File: src/rtl/adc_spi_reg_responder.sv
// SPI mode-0 responder emulating an ADC register bank. Pins are oversampled in the CLK domain,
// and 16-bit R/W frames are decoded into writes and MISO read-back of a NUM_REGS x 8 bank.
module adc_spi_reg_responder #(
    parameter int NUM_REGS    = 32,
    parameter int SYNC_STAGES = 2
) (
    input  logic       CLK,
    input  logic       RST,
    input  logic       SPI_SCLK_IN,
    input  logic       SPI_MOSI_IN,
    input  logic       SPI_CSN_IN,
    input  logic       SPI_RSTN_IN,
    output logic       SPI_MISO_OUT,
    output logic       REG_WR_STB,
    output logic [6:0] REG_WR_ADDR,
    output logic [7:0] REG_WR_DATA,
    input  logic [6:0] HOST_RD_ADDR,
    output logic [7:0] HOST_RD_DATA,
    output logic       FRAME_ERR
);

    localparam int IDX_W = (NUM_REGS > 1) ? $clog2(NUM_REGS) : 1;

    typedef enum logic [1:0] {IDLE, CMD, DATA, DONE} state_t;

    logic [SYNC_STAGES-1:0] sclk_sync, mosi_sync, csn_sync, rstn_sync;
    logic sclk_d, csn_d;
    logic sclk_s, mosi_s, csn_s, rstn_s;
    logic sclk_rise, sclk_fall, csn_rise, csn_fall;
    logic soft_rst;

    state_t      state, state_next;
    logic [4:0]  bit_cnt, bit_cnt_next;
    logic [13:0] shift, shift_next;
    logic [6:0]  tx, tx_next;
    logic        miso, miso_next;
    logic        is_read, is_read_next;
    logic        extra, extra_next;
    logic        wr_en, err_pulse;

    logic [7:0] regs [NUM_REGS];
    logic [6:0] cmd_addr, wr_addr;
    logic [7:0] wr_data, cmd_rd_val, host_val;

    function automatic logic addr_ok(input logic [6:0] a);
        return int'(a) < NUM_REGS;
    endfunction

    // Edge registers track the pins through an RSTN reset so releasing RSTN mid-frame
    // cannot fabricate a CSN falling event.
    always_ff @(posedge CLK) begin
        if (RST) begin
            sclk_sync <= '0;
            mosi_sync <= '0;
            csn_sync  <= '1;
            rstn_sync <= '1;
            sclk_d    <= 1'b0;
            csn_d     <= 1'b1;
        end else begin
            sclk_sync <= {sclk_sync[SYNC_STAGES-2:0], SPI_SCLK_IN};
            mosi_sync <= {mosi_sync[SYNC_STAGES-2:0], SPI_MOSI_IN};
            csn_sync  <= {csn_sync[SYNC_STAGES-2:0], SPI_CSN_IN};
            rstn_sync <= {rstn_sync[SYNC_STAGES-2:0], SPI_RSTN_IN};
            sclk_d    <= sclk_s;
            csn_d     <= csn_s;
        end
    end

    assign sclk_s    = sclk_sync[SYNC_STAGES-1];
    assign mosi_s    = mosi_sync[SYNC_STAGES-1];
    assign csn_s     = csn_sync[SYNC_STAGES-1];
    assign rstn_s    = rstn_sync[SYNC_STAGES-1];
    assign sclk_rise = sclk_s & ~sclk_d & ~csn_s;
    assign sclk_fall = ~sclk_s & sclk_d & ~csn_s;
    assign csn_fall  = ~csn_s & csn_d;
    assign csn_rise  = csn_s & ~csn_d;
    assign soft_rst  = RST | ~rstn_s;

    assign cmd_addr   = {shift[5:0], mosi_s};
    assign wr_addr    = shift[13:7];
    assign wr_data    = {shift[6:0], mosi_s};
    assign cmd_rd_val = addr_ok(cmd_addr) ? regs[cmd_addr[IDX_W-1:0]] : 8'h00;
    assign host_val   = addr_ok(HOST_RD_ADDR) ? regs[HOST_RD_ADDR[IDX_W-1:0]] : 8'h00;

    always_ff @(posedge CLK) begin
        if (soft_rst) begin
            state   <= IDLE;
            bit_cnt <= '0;
            shift   <= '0;
            tx      <= '0;
            miso    <= 1'b0;
            is_read <= 1'b0;
            extra   <= 1'b0;
        end else begin
            state   <= state_next;
            bit_cnt <= bit_cnt_next;
            shift   <= shift_next;
            tx      <= tx_next;
            miso    <= miso_next;
            is_read <= is_read_next;
            extra   <= extra_next;
        end
    end

    // Shift only keeps the 14 most recent bits; the incoming MOSI bit completes each field.
    always_comb begin
        state_next   = state;
        bit_cnt_next = bit_cnt;
        shift_next   = shift;
        tx_next      = tx;
        miso_next    = miso;
        is_read_next = is_read;
        extra_next   = extra;
        wr_en        = 1'b0;
        err_pulse    = 1'b0;
        case (state)
            IDLE: begin
                if (csn_fall) begin
                    state_next   = CMD;
                    is_read_next = 1'b0;
                    extra_next   = 1'b0;
                    miso_next    = 1'b0;
                    if (sclk_rise) begin
                        shift_next   = {13'd0, mosi_s};
                        bit_cnt_next = 5'd1;
                    end else begin
                        shift_next   = '0;
                        bit_cnt_next = 5'd0;
                    end
                end
            end
            CMD: begin
                if (csn_rise) begin
                    state_next = IDLE;
                    err_pulse  = 1'b1;
                end else if (sclk_rise) begin
                    shift_next   = {shift[12:0], mosi_s};
                    bit_cnt_next = bit_cnt + 5'd1;
                    if (bit_cnt == 5'd7) begin
                        state_next   = DATA;
                        is_read_next = shift[6];
                        if (shift[6]) begin
                            tx_next   = cmd_rd_val[6:0];
                            miso_next = cmd_rd_val[7];
                        end
                    end
                end
            end
            DATA: begin
                if (csn_rise) begin
                    state_next = IDLE;
                    err_pulse  = 1'b1;
                    miso_next  = 1'b0;
                end else if (sclk_rise) begin
                    shift_next   = {shift[12:0], mosi_s};
                    bit_cnt_next = bit_cnt + 5'd1;
                    if (bit_cnt == 5'd15) begin
                        state_next = DONE;
                        wr_en      = ~is_read & addr_ok(wr_addr);
                    end
                end else if (sclk_fall && is_read && bit_cnt >= 5'd9 && bit_cnt <= 5'd15) begin
                    tx_next   = {tx[5:0], 1'b0};
                    miso_next = tx[6];
                end
            end
            DONE: begin
                if (csn_rise) begin
                    state_next = IDLE;
                    err_pulse  = extra;
                    miso_next  = 1'b0;
                end else if (sclk_rise) begin
                    extra_next = 1'b1;
                end
            end
            default: state_next = IDLE;
        endcase
    end

    // Bank and local read share the edge, so a same-cycle host read still sees the old value.
    always_ff @(posedge CLK) begin
        if (soft_rst) begin
            for (int i = 0; i < NUM_REGS; i++) regs[i] <= 8'h00;
            REG_WR_STB   <= 1'b0;
            REG_WR_ADDR  <= 7'd0;
            REG_WR_DATA  <= 8'h00;
            HOST_RD_DATA <= 8'h00;
            FRAME_ERR    <= 1'b0;
        end else begin
            if (wr_en) begin
                regs[wr_addr[IDX_W-1:0]] <= wr_data;
                REG_WR_ADDR              <= wr_addr;
                REG_WR_DATA              <= wr_data;
            end
            REG_WR_STB   <= wr_en;
            HOST_RD_DATA <= host_val;
            FRAME_ERR    <= err_pulse;
        end
    end

    assign SPI_MISO_OUT = miso;

endmodule

File: config.mk
export PLATFORM = sky130hd
export DESIGN_NAME = adc_spi_reg_responder
export DESIGN_NICKNAME = d
export VERILOG_FILES = /design/src/rtl/adc_spi_reg_responder.sv
export SDC_FILE = /design/constraint.sdc
export NUM_CORES = 1
export LEC_CHECK = 0
export CELL_PAD_IN_SITES_DETAIL_PLACEMENT = 0
export CELL_PAD_IN_SITES_GLOBAL_PLACEMENT = 2
export CORE_ASPECT_RATIO = 0.75
export CORE_MARGIN = 2
export CORE_UTILIZATION = 49
export CTS_CLUSTER_SIZE = 14
export DETAILED_ROUTE_END_ITERATION = 16
export GPL_ROUTABILITY_DRIVEN = 0
export PLACE_DENSITY_LB_ADDON = 0.05
export SLEW_MARGIN = 20
export SYNTH_ARGS = -nofsm -noshare
export SYNTH_HDL_FRONTEND = slang
export SYNTH_SLANG_ARGS = --single-unit
File: constraint.sdc
create_clock -name CLK -period 8.1 [get_ports CLK]
set_input_delay 1.62 -clock CLK [delete_from_list [all_inputs] [get_ports CLK]]
set_output_delay 1.62 -clock CLK [all_outputs]
set_load 0.005 [all_outputs]
==> results of run 1 <==
[metrics by stage]
| stage | util, % | cells | setup WS [ns] | power, uW | instance area [um2] |
|---|---|---|---|---|---|
| global placement | 51.73 | 1601 | 2.764 | 2228 | 17310 |
| CTS | 55.15 | 1663 | 3.136 | 3823 | 18450 |
| finish | 55.19 | 1664 | 3.105 | 3799 | 18460 |
| detailed placement | 51.73 | 1601 | 2.589 | 2229 | 17310 |
| global route | 55.19 | 1664 | 2.825 | 3924 | 18460 |
| floorplan | - | 1194 | 4.404 | 2116 | 16630 |
[cells in the mapped netlist, types with 7 or more instances]
master | instances | area (um2)
dfxtp_1 | 66 | 1321
mux4_2 | 144 | 3243
nand3_1 | 8 | 40.04
nor2_1 | 73 | 274.0
buf_2 | 19 | 95.09
buf_1 | 9 | 33.78
and2_1 | 227 | 1420
edfxtp_1 | 256 | 7687
nor2b_1 | 22 | 137.6
nor4_1 | 7 | 43.79
ha_1 | 7 | 87.58
nand2b_1 | 11 | 68.82
a21oi_1 | 14 | 70.07
o21ai_0 | 28 | 140.1
or2_2 | 8 | 50.05
inv_1 | 8 | 30.03
clkbuf_1 | 69 | 259.0
and3_1 | 13 | 81.33
mux2i_1 | 47 | 470.5
nand2_1 | 18 | 67.56
nor3_1 | 42 | 210.2
a31oi_1 | 13 | 81.33
[cell families (layout without fill, tap and decap cells)]
family                   Yosys count  count (layout)
AND/OR/NAND/NOR                  461             461
flip-flops                       322             322
multiplexers                     192             192
buffers and inverters            117             137
AO/OA/AOI/OAI                     95              95
adder cells (fa/ha/maj)            7               7
[registers in the layout, summed over array words and instances, names as in the netlist, 2 cells and up]
name and flops:
rstn_sync 2, HOST_RD_DATA 8, tx 7, shift 14, sclk_sync 2, REG_WR_ADDR 7, csn_sync 2, bit_cnt 5
mosi_sync 2, regs 256, REG_WR_DATA 8, state 2
[final cells by class]
| class | instances | area (um2) |
|---|---|---|
| well taps | 450 | 563.0 |
| clock buffers | 51 | 1039 |
| flip-flops and latches | 322 | 9021 |
| repair buffers | 66 | 590.6 |
| inverters | 9 | 33.78 |
| multi-input cells | 755 | 7112 |
| fillers | 2754 | 14990 |
| clock inverters | 11 | 105.1 |
[power groups by stage]
stage                     Clock (uW)  Combinational, uW  Sequential (uW)
after global routing            1700                321             1900
after detailed placement           0                298             1930
after floorplan                    0                212             1900
final                           1600                302             1900
after global placement             0                299             1930
after CTS                       1630                300             1900
[cells in the final DEF (no fill, tap or decap), types with 3 or more instances in the layout]
cell | netlist | final
a222oi_1 | 5 | 5
clkinv_2 | 0 | 3
nand2b_1 | 11 | 10
nor4b_1 | 5 | 5
dfxtp_4 | 0 | 3
nor3_1 | 42 | 42
nand3_1 | 8 | 8
clkdlybuf4s50_1 | 0 | 36
buf_4 | 6 | 28
a22oi_1 | 6 | 6
dfxtp_1 | 66 | 62
clkbuf_1 | 69 | 8
mux2i_1 | 47 | 47
nand2_1 | 18 | 18
clkinv_1 | 1 | 5
mux4_2 | 144 | 144
nor2_2 | 3 | 3
o21ai_1 | 2 | 16
inv_1 | 8 | 8
a221oi_1 | 6 | 6
and3_1 | 13 | 13
clkbuf_8 | 0 | 6
nor2_1 | 73 | 73
or3_1 | 4 | 4
edfxtp_1 | 256 | 256
a21oi_1 | 14 | 14
nor2b_1 | 22 | 21
nand3b_1 | 4 | 4
o21ai_0 | 28 | 14
clkbuf_16 | 0 | 37
a21o_1 | 3 | 3
or2_2 | 8 | 8
nor4_1 | 7 | 7
and2_1 | 227 | 227
ha_1 | 7 | 7
o211ai_1 | 5 | 5
a31oi_1 | 13 | 13
[routing by layer]
| layer | vias up | GRT usage [%] | wire length [um] |
|---|---|---|---|
| met2 | 400 | 37.69 | 19440 |
| met1 | 5298 | 42.13 | 21710 |
| met5 | - | 0 | 0 |
| met3 | 64 | 5.382 | 3687 |
| li1 | 4546 | - | - |
| met4 | 0 | 6.849 | 941 |
[worst max path at each step]
stage                     from                        end  slack, ns  cells after the start
after floorplan            RST  regs[12][0]$_SDFFCE_PN0P_       4.40                      6
after global placement     RST  regs[29][0]$_SDFFCE_PN0P_       2.76                      7
after detailed placement   RST  regs[29][5]$_SDFFCE_PN0P_       2.59                      7
after CTS                  RST  regs[29][6]$_SDFFCE_PN0P_       3.14                      7
after global routing       RST  regs[29][6]$_SDFFCE_PN0P_       2.83                      7
final                      RST  regs[29][1]$_SDFFCE_PN0P_       3.10                      7
[critical path: stages]
cell and delay [ns]:
clkdlybuf4s50_1 0.60, nor2b_4 0.43, buf_4 0.43, nand4_2 0.28, nor3b_1 0.91, nor2b_1 0.48
nand2b_1 0.41
==> flow_summary.json, run 1 <==
{
  "skew_ns": 0.01385,
  "drive_gt1_share_pct": 20.51,
  "post-route-period-util_pct": 61.67,
  "grt_max_degree": 65,
  "async_flop_share_pct": 0,
  "p_switching_uw": 861.1,
  "final_nets": 1209,
  "dp_hpwl_um": 30840,
  "grt_pass1_vias": 9764,
  "yosys_register_bits": 322,
  "post_cts_resized": 0,
  "ys.flop_type": "edfxtp_1",
  "r2r_end": "regs[29][1]$_SDFFCE_PN0P_",
  "synth_edf_count": 256,
  "path_class": "primary input to flip-flop",
  "p_comb_share_pct": 8.0,
  "start_kind": "primary input",
  "postRouteWirelength_um": 45780,
  "hold_class": "flip-flop to flip-flop",
  "post_drt_wl_per_cell_um": 27.51,
  "grt_overflow": 0,
  "max_freq_ghz": 0.2002,
  "grtUsageTotal_pct": 26.72,
  "clk_pin_slew_ns": 0.06,
  "synth-adder-area-share_pct": 0.5266,
  "path_max_fanout": 27,
  "dieHeight_um": 163.6,
  "synth_area_um2": 16630,
  "core_area_um2": 33450,
  "hold_viol": 0,
  "yosys.area_share.simple_pct": 16.00,
  "drc_errors": 0,
  "place.port_buffers": 38,
  "tns_ns": 0,
  "antenna_left": 0,
  "status": "finished clean",
  "syn_nets": 1214,
  "start_util_pct": 49.72,
  "synthCells": 1194,
  "drtIter0Drc": 1116,
  "clockBufferDepth": 3,
  "clock_latency_ns": 0.53,
  "dieArea_um2": 35450,
  "setup_violations": 0,
  "maxCapViolCount": 0,
  "core.rowCount": 58,
  "yosysUniqueCellTypes": 59,
  "leakagePower_uw": 0.006331,
  "hp-start": "csn_sync[0]$_SDFF_PP1_",
  "htree_levels": 2,
  "max_slew_margin_pct": 23.60,
  "vias": 10310,
  "n_antenna_cell": 0,
  "holdPathEnd": "csn_sync[1]$_SDFF_PP1_",
  "holdWs_ns": 0.4109,
  "hold_depth": 1,
  "post_cts_buffers": 0,
  "p_seq_share_pct": 49.9,
  "cellPowerDensity_nw_per_um2": 205.8,
  "yosys_warnings": 0,
  "sw_frac_of_total_pct": 22.67,
  "reg2regPathDepth": 8,
  "root_buffer": "clkbuf_16",
  "timing.rr.start": "bit_cnt[0]$_SDFFE_PP0P_",
  "syn_to_final_growth_pct": 11.01,
  "numClockSinks": 322,
  "dieWidth_um": 216.7,
  "worst-r2r-setup-slack_ns": 4.34,
  "postCtsHoldBufs": 0,
  "rsz0062_at_grt": "false",
  "clkPwrFrac_pct": 42.1,
  "worst_pin_slew_ns": 1.134,
  "final_max_slew_viol_count": 0,
  "antenna_found_initial": 0,
  "cts_tree": "done",
  "synth_top_family_by_area": "multiplexers",
  "end_kind": "flip-flop",
  "io_pins": 39,
  "synth-compound-area-share_pct": 3.776,
  "synth_mux_area_share_pct": 22.40,
  "fin_crit_ns": 4.995,
  "first_pass_iters": 6,
  "synth-xor-area-share_pct": 0,
  "grt_pass1_wl_um": 67860,
  "cts_buffers": 35,
  "critPathArrivalTime_ns": 5.18,
  "p_int_uw": 2938,
  "via_per_inst": 6.195,
  "avgSynthCellArea_um2": 13.93,
  "critPathRequiredTime_ns": 8.28,
  "synth.yosys.seq_area_share_pct": 54.16,
  "ir_worst_vdd_v": 0.0001378
}
Power figures use the tool's default switching activity.
==> run 2: changes to the inputs <==
--- a/config.mk
+++ b/config.mk
@@ -9,7 +9,7 @@
 export CELL_PAD_IN_SITES_GLOBAL_PLACEMENT = 2
 export CORE_ASPECT_RATIO = 0.75
 export CORE_MARGIN = 2
-export CORE_UTILIZATION = 49
+export CORE_UTILIZATION = 46
 export CTS_CLUSTER_SIZE = 14
 export DETAILED_ROUTE_END_ITERATION = 16
 export GPL_ROUTABILITY_DRIVEN = 0
==> constraint.sdc (replaced) <==
create_clock -name CLK -period 5.13 [get_ports CLK]
set_input_delay 1.026 -clock CLK [delete_from_list [all_inputs] [get_ports CLK]]
set_output_delay 1.026 -clock CLK [all_outputs]
set_load 0.005 [all_outputs]
==> run 2 against run 1 <==
  * Setup slack worse by 1.5 ns
  * Die area up 6.4%
  * Hold slack improved by 0.00066 ns
  * Wire length rose by 4.0%
  * Sequential share of layout area down 0.51 points
  * Global-route usage is 0.66 points lower
  * Combinational power up 65%
  * Core utilization is 3.0 points lower
  * Clock skew rose by 0.0062 ns
  * Largest cell class unchanged
==> flow_summary.json, run 2 (synthesis gave the netlist of run 1 again) <==
{
  "status": "finished clean",
  "path_class": "primary input to flip-flop",
  "cellPowerDensity_nw_per_um2": 321.5,
  "antenna_found_initial": 0,
  "critPathRequiredTime_ns": 5.37,
  "post-route-period-util_pct": 69.23,
  "first_pass_iters": 6,
  "syn_to_final_growth_pct": 12.18,
  "crit_start": "RST",
  "final_max_slew_viol_count": 0,
  "timing.rr.start": "bit_cnt[0]$_SDFFE_PP0P_",
  "grt_max_degree": 50,
  "clockBufferDepth": 3,
  "grt_pass1_vias": 10130,
  "dieArea_um2": 37710,
  "maxCapViolCount": 0,
  "clk_pin_slew_ns": 0.06,
  "core_area_um2": 35730,
  "largest_register_ffs": 256,
  "leakagePower_uw": 0.006449,
  "antenna_left": 0,
  "via_per_inst": 6.083,
  "hold_depth": 1,
  "drtIter0Drc": 1170,
  "core.rowCount": 60,
  "htree_levels": 2,
  "grt_pass1_wl_um": 71080,
  "total_power_uw": 5998,
  "post_cts_resized": 0,
  "largest_register": "regs",
  "worst_pin_slew_ns": 1.049,
  "final_cell_mix": "256 x edfxtp_1, 227 x and2_1, 144 x mux4_2",
  "layout_commonest_cell": "edfxtp_1",
  "dp_hpwl_um": 32060,
  "place.port_buffers": 38,
  "dieWidth_um": 223.6,
  "max_freq_ghz": 0.2816,
  "hp-start": "csn_sync[0]$_SDFF_PP1_",
  "rsz0062_at_grt": "false",
  "hold_class": "flip-flop to flip-flop",
  "drive_gt1_share_pct": 21.79,
  "post_drt_wl_per_cell_um": 27.94,
  "fillers": 3017,
  "drc_errors": 0,
  "setup_violations": 0,
  "cts_buffers": 36,
  "grt_overflow": 0,
  "reg2regPathDepth": 9,
  "worst-r2r-setup-slack_ns": 1.66,
  "holdPathEnd": "csn_sync[1]$_SDFF_PP1_",
  "start_kind": "primary input",
  "numClockSinks": 322,
  "clock_latency_ns": 0.53,
  "vias": 10370,
  "final_nets": 1233,
  "root_buffer": "clkbuf_16",
  "critPathArrivalTime_ns": 3.79,
  "dieHeight_um": 168.7,
  "n_antenna_cell": 0,
  "start_util_pct": 46.54,
  "path_max_fanout": 39,
  "ir_worst_vdd_v": 0.0002702,
  "grtUsageTotal_pct": 26.06,
  "skew_ns": 0.02000,
  "postRouteWirelength_um": 47610,
  "end_kind": "flip-flop",
  "r2r_end": "regs[16][2]$_SDFFCE_PN0P_",
  "io_pins": 39,
  "fin_crit_ns": 3.551,
  "top_regs": "regs x256, shift x14",
  "tns_ns": 0,
  "postCtsHoldBufs": 0,
  "post_cts_buffers": 0,
  "hold_viol": 0,
  "max_slew_margin_pct": 29.84,
  "cts_tree": "done"
}
-- run 2: layer usage --
metal	vias to the layer above	wire length [um]	global-route usage (%)
met1	5355	22740	40.67
met3	49	3914	6.787
li1	4604	-	-
met5	-	0	0
met2	358	20190	36.52
met4	0	758	5.652
-- run 2: power breakdown --
| part | internal, uW | switching (uW) |
|---|---|---|
| Sequential | 2920 | 76.7 |
| Clock | 1450 | 1050 |
| Combinational | 227 | 271 |
-- run 2: worst max-delay path by stage --
stage	end	cells after the start	slack [ns]
after floorplan	regs[12][0]$_SDFFCE_PN0P_	6	2.03
after global placement	regs[2][4]$_SDFFCE_PN0P_	8	1.17
after detailed placement	regs[2][2]$_SDFFCE_PN0P_	8	1.06
after CTS	regs[2][4]$_SDFFCE_PN0P_	8	1.60
after global routing	regs[2][7]$_SDFFCE_PN0P_	8	1.38
final	regs[3][7]$_SDFFCE_PN0P_	8	1.58
-- run 2: critical path: stages --
cell             delay [ns]
clkdlybuf4s50_1        0.61
nor2b_4                0.22
buf_4                  0.42
and4_1                 0.32
nand3_1                0.09
buf_4                  0.26
o21ai_0                0.56
buf_4                  0.25
-- run 2: area by class of cell --
| type | instances | area [um2] | area share [%] |
|---|---|---|---|
| multi-input combinational | 755 | 7112 | 38.12 |
| inverter | 9 | 33.78 | 0.1811 |
| timing repair buffer | 89 | 797.0 | 4.272 |
| clock buffer | 47 | 983.4 | 5.271 |
| clock inverter | 17 | 128.9 | 0.6907 |
| tap | 465 | 581.8 | 3.118 |
| sequential | 322 | 9021 | 48.35 |
-- run 2: through the flow --
| step | instances | utilization (%) | setup slack, ns | area [um2] | hold WS, ns |
|---|---|---|---|---|---|
| 2_1_floorplan | 1194 | - | 2.028 | 16630 | 0.3895 |
| 3_3_place_gp | 1639 | 49.07 | 1.171 | 17530 | 0.4044 |
| 3_5_place_dp | 1639 | 49.07 | 1.061 | 17530 | 0.3992 |
| 4_1_cts | 1703 | 52.18 | 1.600 | 18650 | 0.4151 |
| 5_1_grt | 1704 | 52.21 | 1.381 | 18660 | 0.4168 |
| 6_report | 1704 | 52.21 | 1.579 | 18660 | 0.4116 |
==> run 3: changes to the inputs <==
==> constraint.sdc (replaced) <==
create_clock -name CLK -period 3.55 [get_ports CLK]
set_input_delay 0.71 -clock CLK [delete_from_list [all_inputs] [get_ports CLK]]
set_output_delay 0.71 -clock CLK [all_outputs]
set_load 0.005 [all_outputs]
==> run 3 against run 2 <==
  * Wire length up 1.8%
  * Design area up 1.3%
  * Register-to-register slack worse by 1.3 ns
  * Setup slack got worse by 1.2 ns
  * Non-clock buffer count increased by 20
  * Sequential cell count is the same
  * Sequential share of layout area fell by 0.64 points
  * Critical path depth is the same
  * Critical path type is now flip-flop to flip-flop
==> flow_summary.json, run 3 (synthesis gave the netlist of run 1 again) <==
{
  "status": "finished clean",
  "hold_class": "flip-flop to flip-flop",
  "p_switching_uw": 2041,
  "critPathArrivalTime_ns": 3.40,
  "root_buffer": "clkbuf_16",
  "crit_start": "bit_cnt[0]$_SDFFE_PP0P_",
  "holdWs_ns": 0.4100,
  "grt_pass1_wl_um": 71280,
  "top_layer_used": "met4",
  "setup_violations": 0,
  "cts_tree": "done",
  "place.port_buffers": 38,
  "clock_latency_ns": 0.53,
  "skew_ns": 0.01277,
  "final_cell_mix": "256 x edfxtp_1, 227 x and2_1, 144 x mux4_2",
  "n_antenna_cell": 0,
  "end_kind": "flip-flop",
  "drive_gt1_share_pct": 23.25,
  "wl_met1_um": 22630,
  "dr_wl_met3_um": 4894,
  "htree_levels": 2,
  "drtIter0Drc": 1377,
  "rsz0062_at_grt": "false",
  "fin_crit_ns": 3.213,
  "max_slew_margin_pct": 45.18,
  "leakagePower_uw": 0.006582,
  "critPathRequiredTime_ns": 3.74,
  "place_worst_setup_slack_ns": 0.3382,
  "clockBufferDepth": 3,
  "post_cts_resized": 0,
  "path_max_fanout": 9,
  "via_per_inst": 6.213,
  "layout_setup_ws_ns": 0.3371,
  "drc_errors": 0,
  "antenna_found_initial": 1,
  "hp-start": "csn_sync[0]$_SDFF_PP1_",
  "hold_viol": 0,
  "start_kind": "flip-flop",
  "tns_ns": 0,
  "fillers": 3014,
  "grt_pass1_vias": 10330,
  "start_util_pct": 46.54,
  "largest_register_ffs": 256,
  "numClockSinks": 322,
  "path_class": "flip-flop to flip-flop",
  "post-route-period-util_pct": 90.50,
  "largest_register": "regs",
  "cts_buffers": 36,
  "top_regs": "regs x256, shift x14",
  "p_seq_share_pct": 48.8,
  "dp_hpwl_um": 33470,
  "multi_input_area_um2": 7112,
  "core.rowCount": 60,
  "postCtsHoldBufs": 0,
  "first_pass_iters": 5,
  "dieArea_um2": 37710,
  "dieHeight_um": 168.7,
  "grt_max_degree": 50,
  "p_comb_share_pct": 8.3,
  "fin_cells": 1721,
  "post_drt_wl_per_cell_um": 28.16,
  "maxCapViolCount": 0,
  "syn_to_final_growth_pct": 13.69,
  "core_area_um2": 35730,
  "worst_pin_slew_ns": 0.8211,
  "grtUsageTotal_pct": 26.18,
  "post_cts_buffers": 0,
  "final_nets": 1253,
  "vias": 10690,
  "final_max_slew_viol_count": 0,
  "layout_commonest_cell": "edfxtp_1",
  "sw_frac_of_total_pct": 23.04,
  "clk_pin_slew_ns": 0.06,
  "io_pins": 39,
  "grt_overflow": 0,
  "antenna_left": 0,
  "timing.rr.start": "bit_cnt[0]$_SDFFE_PP0P_",
  "dieWidth_um": 223.6,
  "wl_met2_um": 20000,
  "clkPwrFrac_pct": 42.9,
  "max_freq_ghz": 0.3112,
  "postRouteWirelength_um": 48460,
  "regArea_um2": 9021,
  "dp_cells": 1660,
  "p_int_uw": 6818,
  "cellPowerDensity_nw_per_um2": 468.5,
  "ir_worst_vdd_v": 0.0003679
}
-- run 3: power groups by stage --
stage	clock, uW	sequential, uW	combinational (uW)
floorplan	0	4340	484
global placement	0	4400	727
detailed placement	0	4400	727
CTS	3850	4320	730
global route	4000	4340	776
finish	3800	4330	732
-- run 3: area by class of cell --
class / instances / area share [%]
Clock buffer: 48 / 5.274
Sequential cell: 322 / 47.71
Inverter: 9 / 0.1787
Clock inverter: 13 / 0.8999
Tap cell: 465 / 3.077
Multi-Input combinational cell: 755 / 37.61
Timing Repair Buffer: 109 / 5.254
-- run 3: worst paths after layout --
check | slack [ns] | end | cells past startpoint
hold / removal | 0.41 | csn_sync[1]$_SDFF_PP1_ | 1
hold reg to reg | 0.41 | csn_sync[1]$_SDFF_PP1_ | 1
setup / recovery | 0.34 | regs[17][6]$_SDFFCE_PN0P_ | 8
setup reg to reg | 0.34 | regs[17][6]$_SDFFCE_PN0P_ | 8
-- run 3: worst max-delay path, stage by stage, from the launching register on --
cell	delay, ns
dfxtp_1	0.43
ha_1	0.25
and3_1	0.18
ha_1	0.16
and4bb_2	0.29
nand4_2	0.24
nor3b_1	0.54
and3_1	0.41
nand2b_1	0.37
-- run 3: through the flow --
step	total power [uW]	area [um2]	util (%)
3_5_place_dp	5127	17740	49.65
5_1_grt	9110	18910	52.92
6_report	8859	18910	52.92
2_1_floorplan	4828	16630	-
3_3_place_gp	5127	17740	49.65
4_1_cts	8904	18910	52.92
-- run 3: metal layers --
layer	track usage (%)	vias to the layer above
met4	6.058	0
met5	0	-
met3	6.891	58
met1	41.28	5499
met2	35.93	498
li1	-	4638
